--- src/rtl/keypad_entry_ctrl.sv ---
// rtl/keypad_entry_ctrl.sv - keypad code entry sequencer with submit handshake, timeout and lockout
module keypad_entry_ctrl #(
    parameter int clk_freq     = 50_000_000,
    parameter int timeout_ms   = 5000,
    parameter int lockout_ms   = 30000,
    parameter int max_attempts = 3
) (
    input  logic        clk,
    input  logic        rst,
    input  logic [3:0]  key_value,
    input  logic        keypress,
    input  logic        code_ack,
    input  logic        code_ok,
    output logic [15:0] code,
    output logic        code_valid,
    output logic [3:0]  ssd_0,
    output logic [3:0]  ssd_1,
    output logic [3:0]  ssd_2,
    output logic [3:0]  ssd_3,
    output logic [2:0]  digit_count,
    output logic        lockout,
    output logic        busy
);

    // Cycle counts are computed in 64 bits; real clock rates overflow 32-bit products.
    localparam longint TIMEOUT_CYC = longint'(timeout_ms) * longint'(clk_freq) / 1000;
    localparam longint LOCKOUT_CYC = longint'(lockout_ms) * longint'(clk_freq) / 1000;
    localparam longint MAX_CYC     = (TIMEOUT_CYC > LOCKOUT_CYC) ? TIMEOUT_CYC : LOCKOUT_CYC;
    localparam int     TW          = (MAX_CYC > 1) ? $clog2(MAX_CYC) : 1;
    localparam logic [TW-1:0] TIMEOUT_END = TW'(TIMEOUT_CYC - 1);
    localparam logic [TW-1:0] LOCKOUT_END = TW'(LOCKOUT_CYC - 1);
    localparam logic [2:0]    FAIL_LIMIT  = 3'(max_attempts);

    typedef enum logic [1:0] {
        IDLE,
        ENTRY,
        SUBMIT,
        LOCKOUT
    } state_t;

    state_t        state;
    logic          kp_q;
    logic [TW-1:0] timer;
    logic [2:0]    fail_cnt;

    logic key_evt;
    logic is_digit;

    assign key_evt  = keypress & ~kp_q;
    assign is_digit = (key_value <= 4'd9);

    assign ssd_0 = code[3:0];
    assign ssd_1 = code[7:4];
    assign ssd_2 = code[11:8];
    assign ssd_3 = code[15:12];

    always_ff @(posedge clk) begin
        if (rst) begin
            state       <= IDLE;
            kp_q        <= 1'b0;
            timer       <= '0;
            fail_cnt    <= 3'd0;
            code        <= 16'h0;
            code_valid  <= 1'b0;
            digit_count <= 3'd0;
            lockout     <= 1'b0;
            busy        <= 1'b0;
        end else begin
            kp_q <= keypress;
            case (state)
                IDLE: begin
                    if (key_evt && is_digit) begin
                        code        <= {12'h0, key_value};
                        digit_count <= 3'd1;
                        timer       <= '0;
                        state       <= ENTRY;
                    end
                end
                ENTRY: begin
                    // Every key event restarts the inactivity timer, even ignored keys.
                    if (key_evt) begin
                        timer <= '0;
                        if (is_digit) begin
                            if (digit_count != 3'd4) begin
                                code        <= {code[11:0], key_value};
                                digit_count <= digit_count + 3'd1;
                            end
                        end else begin
                            case (key_value)
                                4'hE: begin
                                    code        <= {4'h0, code[15:4]};
                                    digit_count <= digit_count - 3'd1;
                                    if (digit_count == 3'd1) state <= IDLE;
                                end
                                4'hF: begin
                                    code        <= 16'h0;
                                    digit_count <= 3'd0;
                                    state       <= IDLE;
                                end
                                4'hA: begin
                                    if (digit_count == 3'd4) begin
                                        code_valid <= 1'b1;
                                        busy       <= 1'b1;
                                        state      <= SUBMIT;
                                    end
                                end
                                default: ;
                            endcase
                        end
                    end else if (timer == TIMEOUT_END) begin
                        code        <= 16'h0;
                        digit_count <= 3'd0;
                        state       <= IDLE;
                    end else begin
                        timer <= timer + 1'b1;
                    end
                end
                SUBMIT: begin
                    if (code_ack) begin
                        code_valid  <= 1'b0;
                        code        <= 16'h0;
                        digit_count <= 3'd0;
                        if (code_ok) begin
                            fail_cnt <= 3'd0;
                            busy     <= 1'b0;
                            state    <= IDLE;
                        end else if (fail_cnt + 3'd1 == FAIL_LIMIT) begin
                            fail_cnt <= 3'd0;
                            lockout  <= 1'b1;
                            timer    <= '0;
                            state    <= LOCKOUT;
                        end else begin
                            fail_cnt <= fail_cnt + 3'd1;
                            busy     <= 1'b0;
                            state    <= IDLE;
                        end
                    end
                end
                LOCKOUT: begin
                    if (timer == LOCKOUT_END) begin
                        lockout <= 1'b0;
                        busy    <= 1'b0;
                        state   <= IDLE;
                    end else begin
                        timer <= timer + 1'b1;
                    end
                end
                default: state <= IDLE;
            endcase
        end
    end

endmodule

--- config.mk ---
export PLATFORM = sky130hd
export DESIGN_NAME = keypad_entry_ctrl
export DESIGN_NICKNAME = d
export VERILOG_FILES = /design/src/rtl/keypad_entry_ctrl.sv
export SDC_FILE = /design/constraint.sdc
export NUM_CORES = 1
export LEC_CHECK = 0
export ABC_AREA = 1
export CAP_MARGIN = 5
export CORE_ASPECT_RATIO = 1.5
export CORE_UTILIZATION = 45
export CTS_BUF_LIST = sky130_fd_sc_hd__clkbuf_4 sky130_fd_sc_hd__clkbuf_8
export CTS_CLUSTER_DIAMETER = 40
export DETAILED_ROUTE_END_ITERATION = 16
export PLACE_DENSITY = 0.77
export SYNTH_ARGS = -nofsm -noshare
export SYNTH_HDL_FRONTEND = slang
export SYNTH_SLANG_ARGS = --single-unit
export TNS_END_PERCENT = 5
--- constraint.sdc ---
create_clock -name clk -period 2.7 [get_ports clk]
set_input_delay 0.54 -clock clk [delete_from_list [all_inputs] [get_ports clk]]
set_output_delay 0.54 -clock clk [all_outputs]
set_load 0.005 [all_outputs]
# Word level (Yosys, flattened, before mapping)
# Cells that the tools add are included.
op_classes:
  add_sub_neg: 4
  n_lt_le_gt_ge: 1
  eq_ne: 31
  n_mux: 53
  n_bitwise: 2
  n_reduce_logical: 13
op_table:
  columns: ["operator", "n"]
  rows:
  - ["31-bit 2-to-1 mux", 7]
  - ["31-bit one-hot mux with 4 select lines", 1]
  - ["16-bit 2-to-1 mux", 6]
  - ["16-bit one-hot mux with 3 select lines", 1]
  - ["16-bit one-hot mux with 2 select lines", 1]
  - ["31-bit by 1-bit adder with 31-bit output, second input constant", 1]
  - ["31-bit by 28-bit equality test with 1-bit output, second input constant", 1]
  - ["31-bit equality test, second input constant", 1]
  - ["3-bit 2-to-1 mux", 8]
  - ["2-bit 2-to-1 mux", 10]
  - ["2-bit inequality test, second input constant", 9]
  - ["6-bit AND reduction", 3]
  - ["8-bit AND reduction", 2]
  - ["3-bit inequality test, second input constant", 5]
  - ["4-bit equality test, second input constant", 3]
  - ["1-bit 2-to-1 mux", 12]
  - ["4-bit inequality test, second input constant", 3]
  - ["3-bit one-hot mux with 3 select lines", 1]
  - ["2-bit one-hot mux with 4 select lines", 1]
  - ["3-bit by 1-bit adder with 3-bit output, second input constant", 2]
  - ["2-bit one-hot mux with 3 select lines", 1]
  - ["3-bit one-hot mux with 2 select lines", 1]
  - ["3-bit nonzero test", 2]
  - ["5-bit by 2-bit inequality test with 1-bit output, second input constant", 1]
  - ["18 further kinds", 21]
word_totals:
  reg_bits: 59
  in_bits: 9
  out_inout_bits: 38
  elab_cells: 113

# Logic depth before layout (Yosys ltp)
# Gate-level depths: netlist of the first run.
logic_depth:
  ltp_word: 6
  depth_mapped: 14
  mapped_depth_nobuf: 13

# Worst setup path before layout of the first run
# OpenSTA, ideal clock, no wires.
synth_timing:
  path_kind: "reg2reg"
  start: "register state[0]"
  end: "register timer[10]"
  setup_ps: 132
  arrival_ps: 1682
  required_ps: 2568
  path_slack_ps: 886
  path_stages_with_launch: 13
  path_buffers: 2
  synth_period_minus_slack_ps: 1814
  path_cell_list: "dfxtp_1 inv_1 ha_1 buf_2 inv_1 nor2_2 inv_1 nand2_2 nor2_8 nand2_1 nand2_1 clkbuf_1 a21oi_1"
synth_via:
  elab_chain_cells: 3
  word_cells_on_any_way: 12
  cone_classes: "eq/ne: 9; mux: 1; reduce/logical: 2"
synth_lines:
  columns: ["element", "line_no", "text"]
  rows:
  - ["from (decl)", "41", "state_t state;"]
  - ["from (signal assigned)", "59", "state <= IDLE;"]
  - ["from (signal assigned)", "76", "state <= ENTRY;"]
  - ["from (signal assigned)", "93", "if (digit_count == 3'd1) state <= IDLE;"]
  - ["2-bit by 1-bit equality test with 1-bit output (tied with other cells)", "70", "case (state)"]
  - ["3-bit inequality test (no source line) / 2-bit inequality test (equally long branches)", null, null]
  - ["6-bit AND reduction (no source line)", null, null]
  - ["to (signal assigned)", "115", "timer <= timer + 1'b1;"]
  - ["to (signal assigned)", "145", "timer <= timer + 1'b1;"]
  - ["to (decl)", "43", "logic [TW-1:0] timer;"]
# Parallel ways exist; a longest one is shown, timed or not.
# A chain may end at the register's enable or synchronous reset.

# Worst setup path in the final report of the first run
layout_timing:
  start: "register state[1]"
  end: "register code[4]"
layout_via:
  elab_chain_cells: 3
  word_cells_on_any_way: 11
  cone_classes: "eq/ne: 7; mux: 1; reduce/logical: 3"
layout_lines:
  columns: ["element", "line_no", "text"]
  rows:
  - ["2-bit by 1-bit equality test with 1-bit output (tied with other cells)", "70", null]
  - ["5-bit by 3-bit inequality test with 1-bit output (no source line) (tied with other cells)", null, null]
  - ["6-bit AND reduction (no source line)", null, null]
  - ["to (signal assigned)", "73", "code <= {12'h0, key_value};"]
  - ["to (signal assigned)", "85", "code <= {code[11:0], key_value};"]
  - ["to (signal assigned)", "91", "code <= {4'h0, code[15:4]};"]
  - ["to (decl)", "14", "output logic [15:0] code,"]
# Parallel ways exist; a longest one is shown, timed or not.

==> results of run 1 <==
==> worst paths after layout <==
kind / to / slack [ps] / depth (start not counted)
min reg2reg: busy / 470 / 2
max: code[4] / 350 / 11
max reg2reg: code[4] / 350 / 11
min: busy / 470 / 2
==> cells in the mapped netlist, types with 2 or more instances <==
library cell / n / area, um2
a21oi_1: 33 / 165
buf_2: 2 / 10.0
buf_4: 17 / 128
buf_6: 7 / 78.8
clkbuf_1: 4 / 15.0
dfxtp_1: 59 / 1180
ha_1: 13 / 163
inv_1: 91 / 342
nand2_1: 158 / 593
nand2_2: 6 / 37.5
nand3_1: 47 / 235
nand3_2: 4 / 40.0
nand3b_1: 2 / 15.0
nand4_1: 8 / 50.1
nor2_1: 121 / 454
nor2_2: 4 / 25.0
nor2_4: 3 / 33.8
nor2_8: 2 / 40.0
nor3_1: 10 / 50.1
nor3_2: 2 / 20.0
o21ai_0: 15 / 75.1
o21ai_1: 22 / 110
o22ai_1: 9 / 56.3
==> layout make-up <==
| cell class | count | area (um2) | share of cell area |
|---|---|---|---|
| Clock buffer | 12 | 146 | 0.0317 |
| Clock inverter | 3 | 40.0 | 0.00866 |
| Inverter | 93 | 353 | 0.0763 |
| Multi-Input combinational cell | 469 | 2260 | 0.489 |
| Sequential cell | 59 | 1180 | 0.255 |
| Tap cell | 107 | 134 | 0.0290 |
| Timing Repair Buffer | 51 | 510 | 0.110 |
==> cell families (layout without fill, tap and decap cells) <==
group,after synthesis,after routing,synth area share
AO/OA/AOI/OAI,87,87,0.121
adder cells (fa/ha/maj),13,13,0.0404
buffers and inverters,124,159,0.146
flip-flops,59,59,0.293
AND/OR/NAND/NOR,369,369,0.400
==> flip-flops by register name, summed over array words and instances (netlist names) <==
| name | count |
|---|---|
| digit_count | 3 |
| timer | 31 |
| state | 2 |
| lockout | 1 |
| code_valid | 1 |
| fail_cnt | 3 |
| code | 16 |
| busy | 1 |
| kp_q | 1 |
==> power breakdown <==
part	total, uW	switching (uW)	internal (uW)
Combinational	2180	1250	928
Sequential	1240	195	1050
Clock	805	356	449
Total	4230	1800	2420
==> through the flow <==
step	hold slack [ps]	instance area (um2)	util	power, uW	worst slack [ps]
floorplan	450	4030	-	2780	886
global placement	453	4440	0.518	3350	141
detailed placement	461	4440	0.518	3420	35.7
CTS	473	4620	0.540	4240	339
global route	503	4620	0.540	4540	134
finish	472	4620	0.540	4230	349
==> worst max-delay path: stages, from the launching register on <==
cell and delay, ps:
dfxtp_1 380, inv_1 90, ha_1 240, inv_1 250
nor2_4 100, nand2_1 110, o21ai_0 110, nor3_2 220
nand2_2 330, inv_4 280, nor2_1 60, nor2_1 110
==> metal layers <==
metal / GRT usage / up-vias / wire, um
met2: 0.438 / 127 / 5570
met4: 0.0943 / 0 / 275
met3: 0.0643 / 26 / 599
met5: 0 / - / 0
met1: 0.251 / 1891 / 4230
li1: - / 2098 / -
==> impl_metrics.json, run 1 <==
{
  "vdd_drop_max_mv": 0.606,
  "synth-edff-count": 0,
  "placed_cells": 779,
  "finalCriticalPeriod_ps": 2350,
  "worstSkewPairLatency_ps": 360,
  "fin_tns_setup_ps": 0,
  "io-pin-count": 47,
  "vias_per_cell": 5.22,
  "port_buffers": 46,
  "synthCells": 652,
  "cts_tree": "yes",
  "num_antenna_cells": 0,
  "drc": 0,
  "final_cell_count_no_fill": 794,
  "area_growth_pct": 14.8,
  "die_h_um": 118,
  "ys_warn_count": 0,
  "skew_ps": 14.0,
  "max_slew_margin": 0.676,
  "critPathRequiredTime_ps": 2980,
  "grt_usage": 0.239,
  "dp_hpwl_mm": 7.99,
  "drt_iter0_drc": 205,
  "ys_ff_latch": 59,
  "cts_setup_buffers": 0,
  "fin_crit_sh": 0.871,
  "cts_sinks": 59,
  "yosysSeqAreaShare": 0.293,
  "start_util": 0.470,
  "cts_buffers": 9,
  "syn_nets": 674,
  "arrival_ps": 2640,
  "rsz0062_at_grt": "no",
  "wirelength_mm": 10.7,
  "cts_root_buf": "clkbuf_8",
  "cts_resized": 0,
  "async_flop_share": 0,
  "die_area_um2": 9340,
  "grt_overflow": 0,
  "grt_max_degree": 24,
  "crit_path_start_kind": "register",
  "ant_nets": 0,
  "placementRows": 41,
  "coreArea_um2": 8570,
  "startpoint": "state[1]",
  "fmax_mhz": 425,
  "cts_buffer_depth": 2,
  "p_leak_uw": 0.00180,
  "worst_hold_path_type": "reg2reg",
  "wl_per_cell_um": 13.4,
  "antenna_found_initial": 0,
  "yosysUniqueCellTypes": 36,
  "final_hold_viol_count": 0,
  "synth.cell_area_um2": 4030,
  "dr.pass1.iters": 5,
  "finalMaxSlewViolations": 0,
  "status": "finished, final reports clean",
  "worstHoldStart": "busy",
  "cp_max_fo": 21,
  "cellPowerDensity_nw_per_um2": 914,
  "drv_cap": 0,
  "cts_hold_buf": 0,
  "syn_area_per_cell_um2": 6.18,
  "htree_levels": 3,
  "grt_pass1_wl_mm": 17.4,
  "dieWidth_um": 79.3,
  "critical_path_class": "reg2reg",
  "grt_pass1_vias": 3827,
  "layout_common_cells": "nand2_1, nor2_1, inv_1",
  "nNetsFinal": 705,
  "gp_congestion": 0.934,
  "drive_gt1_frac": 0.0699,
  "synthFlopType": "dfxtp_1",
  "final_common_cell": "nand2_1",
  "setup_viol": 0,
  "final.fill_count": 867,
  "worst_pin_slew_ps": 485,
  "clk_pin_slew_ps": 60,
  "r2r-start": "state[1]",
  "endpoint_kind": "register",
  "vias": 4142
}
No activity file was read; power rests on OpenSTA's default activity.
==> run 2, diff against run 1 <==
--- a/config.mk
+++ b/config.mk
@@ -7,12 +7,14 @@
 export LEC_CHECK = 0
 export ABC_AREA = 1
 export CAP_MARGIN = 5
+export CELL_PAD_IN_SITES_DETAIL_PLACEMENT = 1
+export CELL_PAD_IN_SITES_GLOBAL_PLACEMENT = 2
 export CORE_ASPECT_RATIO = 1.5
-export CORE_UTILIZATION = 45
+export CORE_UTILIZATION = 33
 export CTS_BUF_LIST = sky130_fd_sc_hd__clkbuf_4 sky130_fd_sc_hd__clkbuf_8
 export CTS_CLUSTER_DIAMETER = 40
 export DETAILED_ROUTE_END_ITERATION = 16
-export PLACE_DENSITY = 0.77
+export PLACE_DENSITY = 0.95
 export SYNTH_ARGS = -nofsm -noshare
 export SYNTH_HDL_FRONTEND = slang
 export SYNTH_SLANG_ARGS = --single-unit
==> impl_metrics.json, run 2 (synthesis results as in run 1) <==
{
  "gp_congestion": 0.824,
  "coreArea_um2": 12000,
  "dr.pass1.iters": 4,
  "io-pin-count": 47,
  "worstSkewPairLatency_ps": 370,
  "r2r_setup_slack_ps": 370,
  "worst_pin_slew_ps": 495,
  "grt_max_degree": 36,
  "placed_cell_area_um2": 4570,
  "finalCriticalPeriod_ps": 2330,
  "top_register": "timer",
  "post-route-cell-area_um2": 4790,
  "fin_tns_setup_ps": 0,
  "placementRows": 49,
  "critPathRequiredTime_ps": 3000,
  "startpoint": "state[0]",
  "status": "finished, final reports clean",
  "skew_ps": 8.10,
  "path_depth": 13,
  "cp_max_fo": 12,
  "cpPeakStageDelay_ps": 350,
  "layout_common_cells": "nand2_1, nor2_1, inv_1",
  "crit_path_cell_trace": "inv_1 -> ha_1 -> inv_1 -> nor2_2 -> inv_1 -> nand2_2 -> nor2_8 -> buf_4 -> nand2_1 -> nand2_1 -> inv_1 -> nand2_1 -> nor2_1",
  "vias_per_cell": 4.93,
  "grt_usage": 0.209,
  "wl_per_cell_um": 14.7,
  "setup_viol": 0,
  "crit_family": "buffers and inverters",
  "cts_hold_buf": 0,
  "arrival_ps": 2630,
  "drt_iter0_drc": 190,
  "ant_nets": 0,
  "drive_gt1_frac": 0.0793,
  "drv_cap": 0,
  "vdd_drop_max_mv": 0.578,
  "wirelength_mm": 12.5,
  "port_buffers": 46,
  "r2r_cells": 13,
  "cts_resized": 0,
  "clk_pin_slew_ps": 70,
  "cts_root_buf": "clkbuf_8",
  "cellPowerDensity_nw_per_um2": 950,
  "p_leak_uw": 0.00186,
  "max_slew_margin": 0.669,
  "critical_path_class": "reg2reg",
  "cts_setup_buffers": 0,
  "largest_reg_flops": 31,
  "final_hold_viol_count": 0,
  "reg_top3": "timer: 31 flops, code: 16 flops",
  "antenna_found_initial": 0,
  "fin_crit_sh": 0.865,
  "area_growth_pct": 18.9,
  "min_path_cells": 2,
  "die_h_um": 137,
  "endpoint": "timer[5]",
  "num_antenna_cells": 0,
  "path_buf_inv": 5,
  "crit_slowest_cell": "dfxtp_1",
  "cts_tree": "yes",
  "grt_overflow": 0,
  "die_area_um2": 12700,
  "fmax_mhz": 428,
  "path_common_cell": "inv_1",
  "vias": 4176,
  "r2r-start": "state[0]",
  "endpoint_kind": "register",
  "grt_pass1_wl_mm": 20.7,
  "htree_levels": 3,
  "r2r-end": "timer[5]",
  "cts_buffers": 9,
  "nNetsFinal": 711,
  "worst_hold_path_type": "reg2reg",
  "cts_buffer_depth": 2,
  "start_util": 0.337,
  "drc": 0,
  "final_common_cell": "nand2_1",
  "crit_path_start_kind": "register",
  "final.fill_count": 1596,
  "dieWidth_um": 92.2,
  "finalMaxSlewViolations": 0,
  "rsz0062_at_grt": "no",
  "dp_hpwl_mm": 9.73,
  "grt_pass1_vias": 4442,
  "cts_sinks": 59
}
run 2: cell count changes in the layout (fill, tap and decap cells not counted):
| cell | previous run | this run |
|---|---|---|
| buf_4 | 4 | 8 |
| clkbuf_8 | 9 | 11 |
| clkinv_2 | 3 | 4 |
| clkbuf_4 | 3 | 0 |
| buf_12 | 1 | 3 |
| bufinv_16 | 1 | 2 |
run 2: how the worst min path moves through the flow:
stage | slack, ps | end | from
detailed placement | 460 | busy | busy
finish | 460 | busy | busy
floorplan | 450 | timer[30] | timer[30]
global placement | 450 | busy | busy
global route | 490 | busy | busy
CTS | 470 | busy | busy
run 2: metal layers:
layer / up-vias / track usage / share of wire
li1: 2110 / - / -
met1: 1975 / 0.206 / 0.40
met2: 65 / 0.419 / 0.54
met3: 26 / 0.0359 / 0.025
met4: 0 / 0.0946 / 0.028
met5: - / 0 / 0
run 2: per-stage QoR:
| stage | instances | util | setup slack (ps) | hold WS, ps | total power (uW) |
|---|---|---|---|---|---|
| after detailed placement | 831 | 0.382 | 104 | 455 | 3630 |
| after global placement | 831 | 0.382 | 171 | 453 | 3560 |
| final | 847 | 0.401 | 366 | 461 | 4550 |
| after floorplan | 652 | - | 886 | 450 | 2780 |
| after global routing | 847 | 0.401 | 75.8 | 490 | 4890 |
| after CTS | 847 | 0.401 | 287 | 467 | 4620 |
run 2: cell type report:
cell class | count | area [um2] | area share
Sequential cell | 59 | 1180 | 0.246
Timing Repair Buffer | 57 | 581 | 0.121
Tap cell | 153 | 191 | 0.0399
Clock buffer | 11 | 151 | 0.0316
Multi-Input combinational cell | 469 | 2260 | 0.472
Inverter | 93 | 353 | 0.0736
Clock inverter | 5 | 75.1 | 0.0157
run 2: worst min-delay path: stages, from the launching register on:
cell and delay, ps:
dfxtp_1 310, nand2_1 60, a21oi_1 50
run 2: report_power, final:
group	internal [uW]	switching [uW]	total [uW]
Clock	565	398	963
Sequential	1050	189	1230
Combinational	1050	1300	2360
==> run 3, diff against run 2 <==
--- a/config.mk
+++ b/config.mk
@@ -15,6 +15,7 @@
 export CTS_CLUSTER_DIAMETER = 40
 export DETAILED_ROUTE_END_ITERATION = 16
 export PLACE_DENSITY = 0.95
+export REMOVE_ABC_BUFFERS = 1
 export SYNTH_ARGS = -nofsm -noshare
 export SYNTH_HDL_FRONTEND = slang
 export SYNTH_SLANG_ARGS = --single-unit
==> constraint.sdc (replaced) <==
create_clock -name clk -period 2.75 [get_ports clk]
set_input_delay 0.55 -clock clk [delete_from_list [all_inputs] [get_ports clk]]
set_output_delay 0.55 -clock clk [all_outputs]
set_load 0.005 [all_outputs]
==> impl_metrics.json, run 3 (synthesis results as in run 1) <==
{
  "crit_family": "simple AND/OR/NAND/NOR gates",
  "r2r_setup_slack_ps": 470,
  "grt_usage": 0.212,
  "crit_slowest_cell": "clkdlybuf4s50_1",
  "worst_pin_slew_ps": 501,
  "finalMaxSlewViolations": 0,
  "crit_path_start_kind": "input pin",
  "placed_cell_area_um2": 4550,
  "setup_viol": 0,
  "gp_congestion": 0.859,
  "die_h_um": 137,
  "ant_nets": 0,
  "r2r-end": "timer[15]",
  "cts_buffer_depth": 2,
  "cts_root_buf": "clkbuf_8",
  "grt_max_degree": 24,
  "coreArea_um2": 12000,
  "r2r_cells": 12,
  "vias_per_cell": 5.01,
  "cts_sinks": 59,
  "nNetsFinal": 710,
  "antenna_found_initial": 0,
  "reg_top3": "timer: 31 flops, code: 16 flops",
  "cpPeakStageDelay_ps": 530,
  "final_hold_viol_count": 0,
  "fin_tns_setup_ps": 0,
  "placementRows": 49,
  "cts_buffers": 9,
  "drive_gt1_frac": 0.0766,
  "cts_setup_buffers": 0,
  "skew_ps": 11.2,
  "path_buf_inv": 1,
  "min_path_cells": 2,
  "drv_cap": 0,
  "grt_pass1_vias": 4443,
  "wl_per_cell_um": 15.0,
  "vdd_drop_max_mv": 0.476,
  "worstHoldStart": "busy",
  "layout_common_cells": "nand2_1, nor2_1, inv_1",
  "max_slew_margin": 0.665,
  "largest_reg_flops": 31,
  "htree_levels": 3,
  "cts_tree": "yes",
  "grt_pass1_wl_mm": 20.9,
  "die_area_um2": 12700,
  "critPathRequiredTime_ps": 3000,
  "drc": 0,
  "p_leak_uw": 0.00184,
  "start_util": 0.337,
  "final_core_util": 0.397,
  "final_common_cell": "nand2_1",
  "dr.pass1.iters": 4,
  "top_register": "timer",
  "critical_path_class": "in2reg",
  "post-route-cell-area_um2": 4750,
  "holdWs_ps": 478,
  "whs_endpoint": "busy",
  "rsz0062_at_grt": "no",
  "final.fill_count": 1574,
  "wirelength_mm": 12.7,
  "clk_pin_slew_ps": 70,
  "path_common_cell": "nand2_1",
  "worst_hold_path_type": "reg2reg",
  "dieWidth_um": 92.2,
  "num_antenna_cells": 0,
  "area_growth_pct": 17.8,
  "worstSkewPairLatency_ps": 360,
  "arrival_ps": 2540,
  "cellPowerDensity_nw_per_um2": 914,
  "cp_max_fo": 16,
  "r2r-start": "state[0]",
  "status": "finished, final reports clean",
  "io-pin-count": 47,
  "vias": 4233,
  "drt_iter0_drc": 111,
  "cts_resized": 0,
  "fmax_mhz": 436,
  "crit_path_cell_trace": "clkdlybuf4s50_1 -> o21ai_4 -> nand2_1 -> nand2_1 -> nand2_2 -> nor2_8 -> nand3_2 -> nor2_1 -> nand2_1 -> nand2_1 -> nor2_1",
  "port_buffers": 46,
  "cts_hold_buf": 0,
  "endpoint_kind": "register",
  "fin_crit_sh": 0.834,
  "finalCriticalPeriod_ps": 2290,
  "grt_overflow": 0,
  "dp_hpwl_mm": 9.97
}
run 3: cell types whose count changed in the layout (fill, tap and decap cells not counted):
cell | before | now
buf_12 | 3 | 2
bufinv_16 | 2 | 1
clkbuf_4 | 0 | 2
clkinv_2 | 4 | 2
run 3: power breakdown:
group | total, uW | switching [uW] | internal (uW)
Combinational | 2270 | 1290 | 979
Clock | 846 | 363 | 482
Sequential | 1220 | 194 | 1030
run 3: worst reg2reg max path: stages (launching register included):
cell and delay, ps:
dfxtp_1 340, inv_1 120, ha_1 350, inv_1 120, nor2_2 210, inv_1 120
nand2_2 130, nor2_8 60, nand2_1 120, nand2_1 80, inv_1 360, nand2_1 120
nor2_1 100
run 3: per-stage QoR:
stage | setup WS, ps | power [uW] | instances
floorplan | 834 | 2380 | 621
global placement | 129 | 3440 | 830
detailed placement | 62.4 | 3530 | 830
CTS | 369 | 4400 | 845
global route | 233 | 4660 | 845
finish | 456 | 4340 | 845
run 3: metal layers:
layer / share of wire / up-vias / track usage
met4: 0.029 / 0 / 0.0859
li1: - / 2103 / -
met3: 0.029 / 25 / 0.0348
met2: 0.55 / 80 / 0.432
met1: 0.40 / 2025 / 0.207
met5: 0 / - / 0
run 3: worst max path at each step:
stage | startpoint | to | slack (ps) | depth (start not counted)
global placement | key_value[2] | timer[25] | 130 | 11
finish | key_value[2] | timer[17] | 460 | 11
floorplan | state[0] | timer[15] | 830 | 12
global route | state[1] | code[4] | 230 | 11
detailed placement | key_value[2] | timer[25] | 60 | 11
CTS | state[0] | timer[15] | 370 | 12
run 3: cell type report:
type	instances	area (um2)	share of cell area
multi-input cells	469	2260	0.476
flip-flops and latches	59	1180	0.249
repair buffers	56	561	0.118
inverters	93	353	0.0743
well taps	153	191	0.0403
clock buffers	13	166	0.0351
clock inverters	2	35.0	0.00738
